$ cat src/rtl/put_in_order_fifo.sv
// put_in_order_fifo
//   Merges n_inputs independent upstream channels into one output stream in strict round-robin
//   channel order 0,1,...,n_inputs-1,0,...
//   Each channel has a private FIFO, so a channel may run up to `depth` items ahead of the output.
//   Valid/ready handshakes on both sides give full backpressure.
//   There is no combinational path from the upstream inputs to the downstream outputs.
//
// Optional feature macro: PUT_IN_ORDER_FIFO_ERR_EN
//   When defined, it adds the up_errs port.
//   up_errs[i] is a sticky flag. It is set after a push attempt on a full channel i.
//
// Ports
//   clk        clock, rising edge
//   rst        synchronous reset, active low
//   up_vlds    per-channel item valid
//   up_rdys    per-channel ready (channel FIFO not full)
//   up_data    per-channel item data
//   down_vld   output item valid (FIFO[cur] not empty)
//   down_rdy   downstream accepts the item
//   down_data  head of FIFO[cur]
//   down_chan  channel index of the current output item (cur)
//   up_errs    sticky overflow flags (PUT_IN_ORDER_FIFO_ERR_EN only)

module put_in_order_fifo #(
    parameter int unsigned width    = 16,
    parameter int unsigned n_inputs = 4,
    parameter int unsigned depth    = 4
) (
    input  logic                               clk,
    input  logic                               rst,
    input  logic [n_inputs-1:0]                up_vlds,
    output logic [n_inputs-1:0]                up_rdys,
    input  logic [n_inputs-1:0][width-1:0]     up_data,
    output logic                               down_vld,
    input  logic                               down_rdy,
    output logic [width-1:0]                   down_data,
    output logic [$clog2(n_inputs)-1:0]        down_chan
`ifdef PUT_IN_ORDER_FIFO_ERR_EN
    ,
    output logic [n_inputs-1:0]                up_errs
`endif
);

    localparam int unsigned CW = $clog2(n_inputs);
    localparam int unsigned PW = $clog2(depth);
    localparam int unsigned NW = $clog2(depth + 1);

    // Storage is deliberately not reset; only pointers and counts are.
    logic [width-1:0] mem_q [n_inputs][depth];

    logic [PW-1:0] wr_ptr_q [n_inputs];
    logic [PW-1:0] wr_ptr_d [n_inputs];
    logic [PW-1:0] rd_ptr_q [n_inputs];
    logic [PW-1:0] rd_ptr_d [n_inputs];
    logic [NW-1:0] cnt_q    [n_inputs];
    logic [NW-1:0] cnt_d    [n_inputs];
    logic [CW-1:0] cur_q, cur_d;

    logic [n_inputs-1:0] push;
    logic [n_inputs-1:0] pop;

    always_comb begin
        up_rdys   = '0;
        push      = '0;
        pop       = '0;
        cur_d     = cur_q;
        down_chan = cur_q;
        down_vld  = (cnt_q[cur_q] != '0);
        down_data = mem_q[cur_q][rd_ptr_q[cur_q]];

        if (down_vld && down_rdy) begin
            cur_d = (cur_q == CW'(n_inputs - 1)) ? '0 : cur_q + CW'(1);
        end

        for (int i = 0; i < n_inputs; i++) begin
            // Ready depends on the count only, so a full FIFO refuses even when popped this cycle.
            up_rdys[i]  = (cnt_q[i] != NW'(depth));
            push[i]     = up_vlds[i] & up_rdys[i];
            pop[i]      = down_vld & down_rdy & (cur_q == CW'(i));
            wr_ptr_d[i] = push[i] ? wr_ptr_q[i] + PW'(1) : wr_ptr_q[i];
            rd_ptr_d[i] = pop[i]  ? rd_ptr_q[i] + PW'(1) : rd_ptr_q[i];
            unique case ({push[i], pop[i]})
                2'b10:   cnt_d[i] = cnt_q[i] + NW'(1);
                2'b01:   cnt_d[i] = cnt_q[i] - NW'(1);
                default: cnt_d[i] = cnt_q[i];
            endcase
        end
    end

    always_ff @(posedge clk) begin
        if (!rst) begin
            cur_q <= '0;
            for (int i = 0; i < n_inputs; i++) begin
                wr_ptr_q[i] <= '0;
                rd_ptr_q[i] <= '0;
                cnt_q[i]    <= '0;
            end
        end else begin
            cur_q <= cur_d;
            for (int i = 0; i < n_inputs; i++) begin
                wr_ptr_q[i] <= wr_ptr_d[i];
                rd_ptr_q[i] <= rd_ptr_d[i];
                cnt_q[i]    <= cnt_d[i];
            end
        end
    end

    always_ff @(posedge clk) begin
        for (int i = 0; i < n_inputs; i++) begin
            if (push[i]) begin
                mem_q[i][wr_ptr_q[i]] <= up_data[i];
            end
        end
    end

`ifdef PUT_IN_ORDER_FIFO_ERR_EN
    logic [n_inputs-1:0] err_q, err_d;

    always_comb begin
        err_d   = err_q | (up_vlds & ~up_rdys);
        up_errs = err_q;
    end

    always_ff @(posedge clk) begin
        if (!rst) begin
            err_q <= '0;
        end else begin
            err_q <= err_d;
        end
    end
`endif

endmodule

$ cat config.mk
export PLATFORM = sky130hd
export DESIGN_NAME = put_in_order_fifo
export DESIGN_NICKNAME = d
export VERILOG_FILES = /design/src/rtl/put_in_order_fifo.sv
export SDC_FILE = /design/constraint.sdc
export NUM_CORES = 1
export LEC_CHECK = 0
export CORE_MARGIN = 2
export CORE_UTILIZATION = 58
export CTS_CLUSTER_SIZE = 28
export DETAILED_ROUTE_END_ITERATION = 12
export GPL_TIMING_DRIVEN = 0
export PLACE_DENSITY = 0.8
export SETUP_SLACK_MARGIN = 0.2
export SLEW_MARGIN = 10
export SYNTH_ARGS = -nofsm -noshare
export SYNTH_HDL_FRONTEND = slang
export SYNTH_SLANG_ARGS = --single-unit
$ cat constraint.sdc
create_clock -name clk -period 3.14 [get_ports clk]
set_input_delay 0.471 -clock clk [delete_from_list [all_inputs] [get_ports clk]]
set_output_delay 0.471 -clock clk [all_outputs]
set_load 0.01 [all_outputs]
==> impl_results.md, run 1 <==
- Comb pwr share: between 30% and 40%
- WP buf/inv: 6
- Sequential power share: between 40% and 50%
- IO Port Bufs: 93
- Gpl congestion: approximately 0.86
- First-pass GRT wire length: 38.6 mm
- Worst path top cell family by delay: buffers and inverters
- Status: finished with violations
- Count of final hold-check violations: 0
- Total nets after synthesis: around 800
- Max Cap Viol: 0
- Pint: between 8 and 9 mW
- Setup violators final: 15
- Relative slew slack: 40.0%
- Number of buffers on the longest clock path: 3
- Die height: 146 µm
- Grt ovf: 0
- Area of the multi-input gates: about 3600 µm²
- Vias per cell: roughly 6
- Initial Util: about three fifths
- Clk pwr share: about 30%
- Distinct cells, synth: 38
- Fillers: approximately 1100
- Final period util: 103%
- Placement-stage cell area: roughly 13000 µm²
- Die area: 21200 µm²
- PnR worst setup slack: -101 ps
- Max Slew Vio Count: 0
- Core area: 19600 µm²
- Antenna violations before repair: 1
- Die outline width: between 100 and 150 µm
- Crit path DAT: around 2800 ps
- Clk pin slew, worst setup/hold paths: roughly 60 ps
- Seq/Total Area, Yosys: between 70% and 80%
- Power per cell area: a little under 800 nW/µm²
- Average size of a mapped cell: ~17 µm²
- Switching power share of the total: between 20 and 30%
- Routed WL per cell: 23.2 µm
- Final min period: between 3000 and 4000 ps
- Critical-path top delay cell: mux4_2
- DRT Pass-1 Iters: 4
- Violated checks: negative setup slack
- Root buf cell: clkbuf_16
- Yosys warnings: 0
- Peak Freq: 309 MHz
- Instance count on the critical path: 9
- RSZ-0062 raised after global routing: true
- FF-to-FF path depth: 10
- Post-Place Setup Slack: -396 ps
- Initial detailed-routing violation count: 638
- Worst-Margin Slew: between 800 and 900 ps
- Total number of vias: between 6000 and 7000
- Worst skew pair latency: 530 ps
- Startpoint types: register
- Worst hold margin: slightly above 500 ps
- Area growth syn-to-layout: 24.8%
- Design Power: approximately 12 mW
- FF+latch count, synth: between 200 and 300
- CTS Hold Bufs: 0
- WL final: 26.0 mm
- CP endpoint kind: output pin
- Skew final: ~8.6 ps
- Post-DRT Antenna Nets: 0
- Worst path max stage delay: 520 ps
- Switching Power: roughly 3.4 mW
- Share of layout cells above drive strength 1: between 20% and 30%
- Worst setup path category: reg2out
- DRC Markers: 0
- CP cell instances: buf_6, mux4_2, buf_8, buf_4, buf_8, buf_6, a211oi_1, nor4_2, buf_2
- Total global-route track usage: roughly a quarter
- Number of global-route vias before repair: between 6000 and 7000
- Min-delay worst type: reg2reg
- Leakage: about 4.8 nW
- Clock H-tree levels: 1
- CTS tree: done
- Largest net degree at the start of global routing: 17
- Clock Sinks: 288
- Final instance area: about 15000 µm²
- Crit-path max FO: 10
- Post-Synthesis Cells: ~700
- Cell Area, Synth: 11600 µm²
- Req. time, crit path: approximately 2700 ps
- Nets: 929
- TritonCTS Buffers: 28
- Post-DP HPWL: around 16 mm
- Max IR drop VDD: 554 µV
- WHS Path Cells: 2
- # rows: 51
- IO Pins: 94
- Sequential cell area: 8330 µm²
[cell type report]
cell class                      count  area share, %
Multi-Input combinational cell    355           24.9
Timing Repair Buffer               98           6.25
Clock inverter                     18           1.47
Inverter                           26          0.673
Antenna cell                        2         0.0345
Clock buffer                       34           5.13
Buffer                             33           1.84
Sequential cell                   288           57.4
Tap cell                          265           2.29
[through the flow]
stage          std cells  util, %  setup TNS [ps]
3_5_place_dp        1060     65.8           -4170
2_1_floorplan        702        -               0
6_report            1119     74.0           -1010
4_1_cts             1114     72.9            -967
5_1_grt             1118     74.0           -2180
3_3_place_gp        1060     65.8           -4050
[routing by layer]
| layer | up-vias | GRT usage (%) | wire length (µm) |
|---|---|---|---|
| met1 | 3391 | 31.5 | 9950 |
| li1 | 2971 | - | - |
| met5 | - | 0 | 0 |
| met2 | 330 | 42.7 | 13500 |
| met3 | 47 | 3.70 | 1970 |
| met4 | 0 | 5.49 | 588 |
[repair_timing]
item,4_1_cts,5_1_grt
pin swaps,18,16
endpoints found under the setup margin,16,18
cloned,0,1
resized for setup,163,44
buffers inserted,2,2
[synthesized netlist by cell type]
cell / number / area [µm²]
edfxtp_1: 256 / 7690
nand2_1: 52 / 195
mux4_2: 34 / 766
a211oi_1: 32 / 240
dfxtp_1: 32 / 641
nor2b_1: 32 / 200
mux2i_1: 26 / 260
ha_1: 24 / 300
and3_1: 20 / 125
inv_1: 20 / 75.1
a32o_1: 16 / 160
nor4_1: 16 / 100
o22ai_1: 16 / 100
clkbuf_1: 15 / 56.3
nor2_1: 15 / 56.3
a21oi_1: 13 / 65.1
nand2b_1: 9 / 56.3
buf_2: 8 / 40.0
nor3_1: 8 / 40.0
xor2_1: 7 / 61.3
inv_2: 6 / 22.5
buf_6: 5 / 56.3
xnor2_1: 5 / 43.8
and2_1: 4 / 25.0
buf_1: 4 / 15.0
fa_1: 4 / 80.1
o21ai_0: 4 / 20.0
or3_1: 4 / 25.0
or3b_1: 4 / 35.0
nand3_1: 2 / 10.0
o21ai_1: 2 / 10.0
and3b_1: 1 / 8.76
buf_4: 1 / 7.51
mux2_2: 1 / 11.3
nand3b_1: 1 / 7.51
nor3b_1: 1 / 7.51
or2_1: 1 / 6.26
or4_1: 1 / 7.51
[registers in the layout, summed over array words and instances (netlist names), named ones only]
signal and flops:
cnt_q 12, down_chan 2, mem_q 256, rd_ptr_q 8, wr_ptr_q 8
[logic make-up after synthesis]
logic type / count (synthesis) / synth area share [%]
AOI/OAI and AO/OA: 83 / 5.12
muxes: 61 / 8.92
adders and majority gates: 28 / 3.27
buffers and inverters: 59 / 2.35
DFF: 288 / 71.6
and+or+nand+nor: 171 / 7.79
xor gates and xnor gates: 12 / 0.904
[tightest hold or removal path, cell delays in order (launching register included)]
cell     delay, ps
dfxtp_1        340
nand2_1         60
mux2i_1         50
[placed cells by master, fill, tap and decap left out, drive strengths merged, types with 5 or more instances in the layout]
cell type and instances:
mux2i 26, edfxtp 256, nor3 8, dfxtp 32
mux4 34, a211oi 32, and3 20, clkdlybuf4s50 77
nor2b 32, clkinv 12, bufinv 5, a32o 16
nand2 52, o22ai 16, clkbuf 50, inv 26
buf 38, nand2b 9, nor2 15, xor2 7
a21oi 13, nor4 16, xnor2 5, ha 24
o21ai 6
[power groups by stage]
stage	Sequential (mW)	Clock (mW)	Combinational, mW
floorplan	4.64	0	1.70
global placement	4.65	0	2.72
detailed placement	4.68	0	2.82
CTS	4.61	3.48	3.20
global route	4.64	3.65	3.68
finish	4.62	3.46	3.46
[final timing paths]
path,startpoint,to,slack (ps)
setup / recovery,register,down_data[2],-100
hold / removal,rd_ptr_q[2][1],rd_ptr_q[2][1],500
setup reg to reg,register,cnt_q[1][2],280
hold reg to reg,rd_ptr_q[2][1],rd_ptr_q[2][1],500
Power figures use the tool's default switching activity.
==> run 2, diff against run 1 <==
--- a/config.mk
+++ b/config.mk
@@ -10,7 +10,7 @@
 export CTS_CLUSTER_SIZE = 28
 export DETAILED_ROUTE_END_ITERATION = 12
 export GPL_TIMING_DRIVEN = 0
-export PLACE_DENSITY = 0.8
+export PLACE_DENSITY = 0.84
 export SETUP_SLACK_MARGIN = 0.2
 export SLEW_MARGIN = 10
 export SYNTH_ARGS = -nofsm -noshare
==> run 2 against run 1 <==
  * The flow still finishes with violations (negative setup slack)
  * Global-route usage decreased by 0.073 points
  * Non-clock buffer count increased by 2
  * Flip-flop and latch count unchanged
  * Largest power group unchanged
==> impl_results.md, run 2 (same netlist as run 1, synthesis figures left out) <==
- Commonest non-fill, non-tap cell in the layout: edfxtp_1 (unchanged)
- WL final: 27.1 mm (was 26.0 mm)
- Routed WL per cell: 24.3 µm (was 23.2 µm)
- Initial detailed-routing violation count: 561 (was 638)
- # rows: 51 (unchanged)
- Max IR drop VDD: 668 µV (was 554 µV)
- IO Port Bufs: 93 (unchanged)
- Final min period: 3340 ps (was 3240 ps)
- Share of layout cells above drive strength 1: 23.7% (about the same)
- Max FFs per register: 256 (unchanged)
- Instance count on the critical path: 9 (unchanged)
- Max Cap Viol: 0 (unchanged)
- Total global-route track usage: 23.9% (was 24.0%)
- RSZ-0062 raised after global routing: true (unchanged)
- Critical Path End: down_data[12] (was down_data[2])
- CP cell instances: buf_6, mux4_2, buf_12, buf_4, buf_6, clkbuf_8, a211oi_2, nor4_4, buf_2 (was buf_6, mux4_2, buf_8, buf_4, buf_8, buf_6, a211oi_1, nor4_2, buf_2)
- FF-to-FF path depth: 10 (unchanged)
- Setup violators final: 16 (was 15)
- Status: finished with violations (unchanged)
- DRC Markers: 0 (unchanged)
- PnR worst setup slack: -201 ps (was -101 ps)
- Startpoint types: register (unchanged)
- Area growth syn-to-layout: 24.4% (was 24.8%)
- Die area: 21200 µm² (unchanged)
- Count of final hold-check violations: 0 (unchanged)
- Worst hold margin: 498 ps (was 503 ps)
- WP buf/inv: 6 (unchanged)
- Initial Util: 59.3% (unchanged)
- Relative slew slack: 40.6% (was 40.0%)
- Worst setup path category: reg2out (unchanged)
- Skew final: 11.6 ps (was 8.58 ps)
- Antenna violations before repair: 1 (unchanged)
- Core area: 19600 µm² (unchanged)
- Vias per cell: 6.10 (was 6.02)
- Hold_sp: rd_ptr_q[3][1] (was rd_ptr_q[2][1])
- CTS tree: done (unchanged)
- TritonCTS Buffers: 28 (unchanged)
- DRT Pass-1 Iters: 5 (was 4)
- Post-DP HPWL: 16.5 mm (was 16.3 mm)
- Clk pin slew, worst setup/hold paths: 60 ps (about the same)
- Fin cells: 1117 (was 1119)
- Post-DRT Antenna Nets: 0 (unchanged)
- Root buf cell: clkbuf_16 (unchanged)
- Min-delay worst type: reg2reg (unchanged)
- Worst-Margin Slew: 891 ps (was 900 ps)
- Pint: 7.97 mW (was 8.09 mW)
- Grt ovf: 0 (unchanged)
- Max Slew Vio Count: 0 (unchanged)
- Sequential power share: 40.2% (was 40.0%)
- Switching Power: 3.50 mW (was 3.44 mW)
- DP Cell Count: 1060 (unchanged)
- Final period util: 106% (was 103%)
- First-pass GRT wire length: 38.7 mm (was 38.6 mm)
- Worst skew pair latency: 540 ps (was 530 ps)
- Critical-path top delay cell: mux4_2 (unchanged)
- Worst path max stage delay: 530 ps (was 520 ps)
- R2R setup slack: 290 ps (was 280 ps)
- Peak Freq: 299 MHz (was 309 MHz)
- Die outline width: 146 µm (unchanged)
- Gpl congestion: 0.847 (was 0.863)
- Total number of vias: 6819 (was 6739)
- Crit-path max FO: 10 (unchanged)
- Die height: 146 µm (unchanged)
- Worst path top cell family by delay: buffers and inverters (unchanged)
- Clk pwr share: 28.6% (was 30.0%)
- Number of buffers on the longest clock path: 3 (unchanged)
- Clock Sinks: 288 (unchanged)
- Clock H-tree levels: 1 (unchanged)
- RR Endpoint: cnt_q[3][2] (was cnt_q[1][2])
- Power per cell area: 794 nW/µm² (was 796 nW/µm²)
- Commonest non-fill, non-tap cells in the layout: edfxtp_1, clkdlybuf4s50_1, nand2_1 (unchanged)
- Largest net degree at the start of global routing: 17 (unchanged)
- Switching power share of the total: 30.5% (was 29.8%)
- CP most frequent cell: buf_6
- Number of global-route vias before repair: 6980 (was 6879)
- Crit path DAT: 2870 ps (was 2770 ps)
- CP endpoint kind: output pin (unchanged)
- CTS Hold Bufs: 0 (unchanged)
- IO Pins: 94 (unchanged)
- Violated checks: negative setup slack (unchanged)
- Req. time, crit path: 2670 ps (about the same)
- Nets: 931 (was 929)
- Leakage: 4.81 nW (was 4.83 nW)
- Comb pwr share: 31.2% (was 30.0%)
==> run 2: changes by cell type in the layout (fill, tap and decap cells not counted), sizes merged <==
cell | previous run | this run
clkbuf | 50 | 54
clkinv | 12 | 9
bufinv | 5 | 3
clkinvlp | 1 | 0
diode | 2 | 1
inv | 26 | 27
==> run 2: worst min-delay path, cell delays in order, from the launching register on <==
cell     delay [ps]
dfxtp_1         330
nand2_1          70
mux2i_1          50
==> run 2: worst min path at each step <==
stage                                 to  slack (ps)  cells past startpoint
final                     rd_ptr_q[3][1]         500                      2
after global routing      rd_ptr_q[3][0]         510                      2
after CTS                 rd_ptr_q[3][1]         490                      2
after detailed placement  rd_ptr_q[3][1]         480                      2
after global placement    rd_ptr_q[1][0]         470                      2
after floorplan           rd_ptr_q[3][1]         450                      2
==> run 2: cell type report <==
cell class	instances	area, µm²
clock inverters	13	138
multi-input cells	355	3610
flip-flops and latches	288	8330
repair buffers	100	923
clock buffers	36	752
plain buffers	33	277
fillers	1094	5130
diodes	1	2.50
well taps	265	332
inverters	26	97.6
==> run 2: timing repair <==
item,in CTS,in global routing
endpoints found under the setup margin,17,19
setup buffers,3,3
gates resized for setup,150,61
cloned,1,0
pin swaps,19,17
==> run 2: power by group through the flow <==
stage	registers, mW	logic (mW)	clock network (mW)
final	4.62	3.58	3.28
after global routing	4.64	3.75	3.45
after CTS	4.61	3.14	3.28
after detailed placement	4.68	2.82	0
after global placement	4.65	2.72	0
after floorplan	4.64	1.70	0
==> run 2: metal layers <==
| layer | part of all wire [%] | vias to the layer above | global-route usage, % |
|---|---|---|---|
| met5 | 0 | - | 0 |
| met4 | 2.2 | 0 | 6.47 |
| met3 | 6.9 | 47 | 5.17 |
| met2 | 52 | 313 | 42.3 |
| met1 | 39 | 3478 | 30.2 |
| li1 | - | 2981 | - |
==> run 2: per-stage QoR <==
stage / utilization, % / cell area, µm² / setup WS [ps] / TNS, ps / power (mW)
2_1_floorplan: - / 11600 / 526 / 0 / 6.34
3_3_place_gp: 65.8 / 12900 / -417 / -4030 / 7.37
3_5_place_dp: 65.8 / 12900 / -510 / -4830 / 7.50
4_1_cts: 72.2 / 14100 / -135 / -1410 / 11.0
5_1_grt: 73.8 / 14500 / -238 / -2310 / 11.8
6_report: 73.8 / 14500 / -201 / -1530 / 11.5
==> run 3, diff against run 2 <==
--- a/config.mk
+++ b/config.mk
@@ -5,12 +5,11 @@
 export SDC_FILE = /design/constraint.sdc
 export NUM_CORES = 1
 export LEC_CHECK = 0
-export CORE_MARGIN = 2
 export CORE_UTILIZATION = 58
 export CTS_CLUSTER_SIZE = 28
 export DETAILED_ROUTE_END_ITERATION = 12
 export GPL_TIMING_DRIVEN = 0
-export PLACE_DENSITY = 0.84
+export PLACE_DENSITY = 0.79
 export SETUP_SLACK_MARGIN = 0.2
 export SLEW_MARGIN = 10
 export SYNTH_ARGS = -nofsm -noshare
==> run 3 against run 2 <==
  * The flow still finishes with violations (negative setup slack)
  * Largest cell class unchanged
  * Critical path depth shrank 1
  * Maximum frequency grew 2.0%
  * Via count shrank 1.0%
  * Worst hold slack gained 1.1 ps
  * Highest routed layer unchanged
  * Sequential share of layout area is essentially flat
==> impl_results.md, run 3 (same netlist as run 1, synthesis figures left out) <==
- Core Util, Final: 74.1% (was 73.8%)
- Initial Util: 59.5% (was 59.3%)
- Worst-Margin Slew: 916 ps (was 891 ps)
- Clock H-tree levels: 1 (unchanged)
- Critical-path top delay cell: mux4_2 (unchanged)
- Sequential cell area: 8330 µm² (about the same)
- Vias per cell: 6.02 (was 6.10)
- DP Cell Count: 1060 (unchanged)
- Comb pwr share: 29.9% (was 31.2%)
- Area growth syn-to-layout: 24.5% (was 24.4%)
- Switching power share of the total: 30.1% (was 30.5%)
- Total number of vias: 6751 (was 6819)
- WL final: 26.9 mm (was 27.1 mm)
- Final period util: 104% (was 106%)
- PnR worst setup slack: -134 ps (was -201 ps)
- Count of final hold-check violations: 0 (unchanged)
- Clock Sinks: 288 (unchanged)
- GRT met3 Usage: 4.37% (was 5.17%)
- Max Cap Viol: 0 (unchanged)
- Root buf cell: clkbuf_16 (unchanged)
- WHS Path Cells: 2 (unchanged)
- DRT Pass-1 Iters: 5 (unchanged)
- DRC Markers: 0 (unchanged)
- Grt ovf: 0 (unchanged)
- Initial detailed-routing violation count: 517 (was 561)
- Core area: 19500 µm² (was 19600 µm²)
- TritonCTS Buffers: 28 (unchanged)
- Startpoint types: register (unchanged)
- Commonest non-fill, non-tap cell in the layout: edfxtp_1 (unchanged)
- Area of the multi-input gates: 3540 µm² (was 3610 µm²)
- Relative slew slack: 39.0% (was 40.6%)
- Status: finished with violations (unchanged)
- Routed WL per cell: 24.0 µm (was 24.3 µm)
- Sequential power share: 40.1% (was 40.2%)
- Busiest grt layer: met2 (unchanged)
- IO Port Bufs: 93 (unchanged)
- Clk pin slew, worst setup/hold paths: 60 ps (about the same)
- Crit-path max FO: 6 (was 10)
- Violated checks: negative setup slack (unchanged)
- Max FFs per register: 256 (unchanged)
- Total global-route track usage: 25.5% (was 23.9%)
- Number of buffers on the longest clock path: 3 (unchanged)
- Antenna violations before repair: 1 (unchanged)
- Worst skew pair latency: 550 ps (was 540 ps)
- Peak Freq: 305 MHz (was 299 MHz)
- Pint: 8.04 mW (was 7.97 mW)
- Largest net degree at the start of global routing: 17 (unchanged)
- FF-to-FF path depth: 10 (unchanged)
- Final min period: 3270 ps (was 3340 ps)
- Power per cell area: 795 nW/µm² (was 794 nW/µm²)
- First-pass GRT wire length: 38.6 mm (was 38.7 mm)
- Worst path max stage delay: 520 ps (was 530 ps)
- Post-DP HPWL: 15.7 mm (was 16.5 mm)
- Share of layout cells above drive strength 1: 23.5% (was 23.7%)
- Fin cells: 1121 (was 1117)
- Max IR drop VDD: 540 µV (was 668 µV)
- Fillers: 1108 (was 1094)
- Die outline width: 144 µm (was 146 µm)
- CP cell instances: buf_6, mux4_2, buf_8, buf_12, mux4_2, o22ai_2, nor4_4, buf_2 (was buf_6, mux4_2, buf_12, buf_4, buf_6, clkbuf_8, a211oi_2, nor4_4, buf_2)
- RSZ-0062 raised after global routing: true (unchanged)
- Setup violators final: 15 (was 16)
- Clk pwr share: 30.0% (was 28.6%)
- Post-DRT Antenna Nets: 0 (unchanged)
- # rows: 51 (unchanged)
- Nets: 934 (was 931)
- Die area: 20600 µm² (was 21200 µm²)
- CTS tree: done (unchanged)
- Skew final: 12.8 ps (was 11.6 ps)
- Min-delay worst type: reg2reg (unchanged)
- CP endpoint kind: output pin (unchanged)
- Global Route met1 Usage: 33.8% (was 30.2%)
- CP most frequent cell: mux4_2 (was buf_6)
- Met2 global-route usage: 43.5% (was 42.3%)
- Gpl congestion: 0.832 (was 0.847)
- Crit path DAT: 2800 ps (was 2870 ps)
- IO Pins: 94 (unchanged)
- Commonest non-fill, non-tap cells in the layout: edfxtp_1, clkdlybuf4s50_1, nand2_1 (unchanged)
- Switching Power: 3.47 mW (was 3.50 mW)
- Die height: 144 µm (was 146 µm)
- Req. time, crit path: 2670 ps (about the same)
- Worst hold margin: 499 ps (was 498 ps)
- Worst setup path category: reg2out (unchanged)
- Number of global-route vias before repair: 6926 (was 6980)
- Leakage: 4.83 nW (was 4.81 nW)
- Max Slew Vio Count: 0 (unchanged)
run 3: changes by cell type in the layout (fill, tap and decap cells not counted), sizes merged:
cell	before	now
clkbuf	54	47
buf	38	43
bufinv	3	5
clkinvlp	0	2
clkinv	9	10
diode	1	2
run 3: power groups by stage:
stage / logic, mW / registers (mW) / clock network [mW]
global route: 3.65 / 4.64 / 3.63
floorplan: 1.70 / 4.64 / 0
global placement: 2.73 / 4.65 / 0
detailed placement: 2.80 / 4.68 / 0
finish: 3.44 / 4.62 / 3.45
CTS: 3.21 / 4.61 / 3.45
run 3: repair_timing:
action,CTS,global route
setup endpoints to repair,16,18
gates cloned,0,1
setup buffers,4,5
hold buffers,0,0
resized for setup,172,23
pin swaps,20,15
run 3: worst max-delay path, delay by kind of cell, from the launching register on:
| kind | cells | cell delay (ps) |
|---|---|---|
| compound gates | 1 | 110 |
| buf+inv | 4 | 610 |
| flops | 1 | 320 |
| mux | 2 | 890 |
| simple gates | 1 | 330 |
run 3: final timing paths:
| kind | start | endpoint | slack (ps) |
|---|---|---|---|
| worst max register to register | register | cnt_q[1][2] | 270 |
| worst min-delay path | rd_ptr_q[1][0] | rd_ptr_q[1][0] | 500 |
| worst max-delay path | register | down_data[1] | -130 |
| worst min register to register | rd_ptr_q[1][0] | rd_ptr_q[1][0] | 500 |
run 3: metal layers:
| metal | routed length (µm) | up-vias |
|---|---|---|
| met5 | 0 | - |
| met4 | 892 | 0 |
| met3 | 1720 | 56 |
| met2 | 13900 | 300 |
| met1 | 10400 | 3405 |
| li1 | - | 2990 |
run 3: cell type report:
class                      instances  area share (%)
timing repair buffer             103            6.52
inverter                          26           0.674
buffer                            33            1.97
multi-input combinational        355            24.4
sequential                       288            57.6
antenna                            2          0.0346
clock buffer                      31            4.92
tap                              265            2.29
clock inverter                    18            1.57
run 3: through the flow:
stage / instance area (µm²) / setup slack, ps / total power, mW / setup TNS, ps
floorplan: 11600 / 526 / 6.34 / 0
global placement: 12900 / -445 / 7.38 / -4170
detailed placement: 12900 / -498 / 7.48 / -4330
CTS: 14300 / -76.5 / 11.3 / -866
global route: 14500 / -218 / 11.9 / -2300
finish: 14500 / -134 / 11.5 / -1180
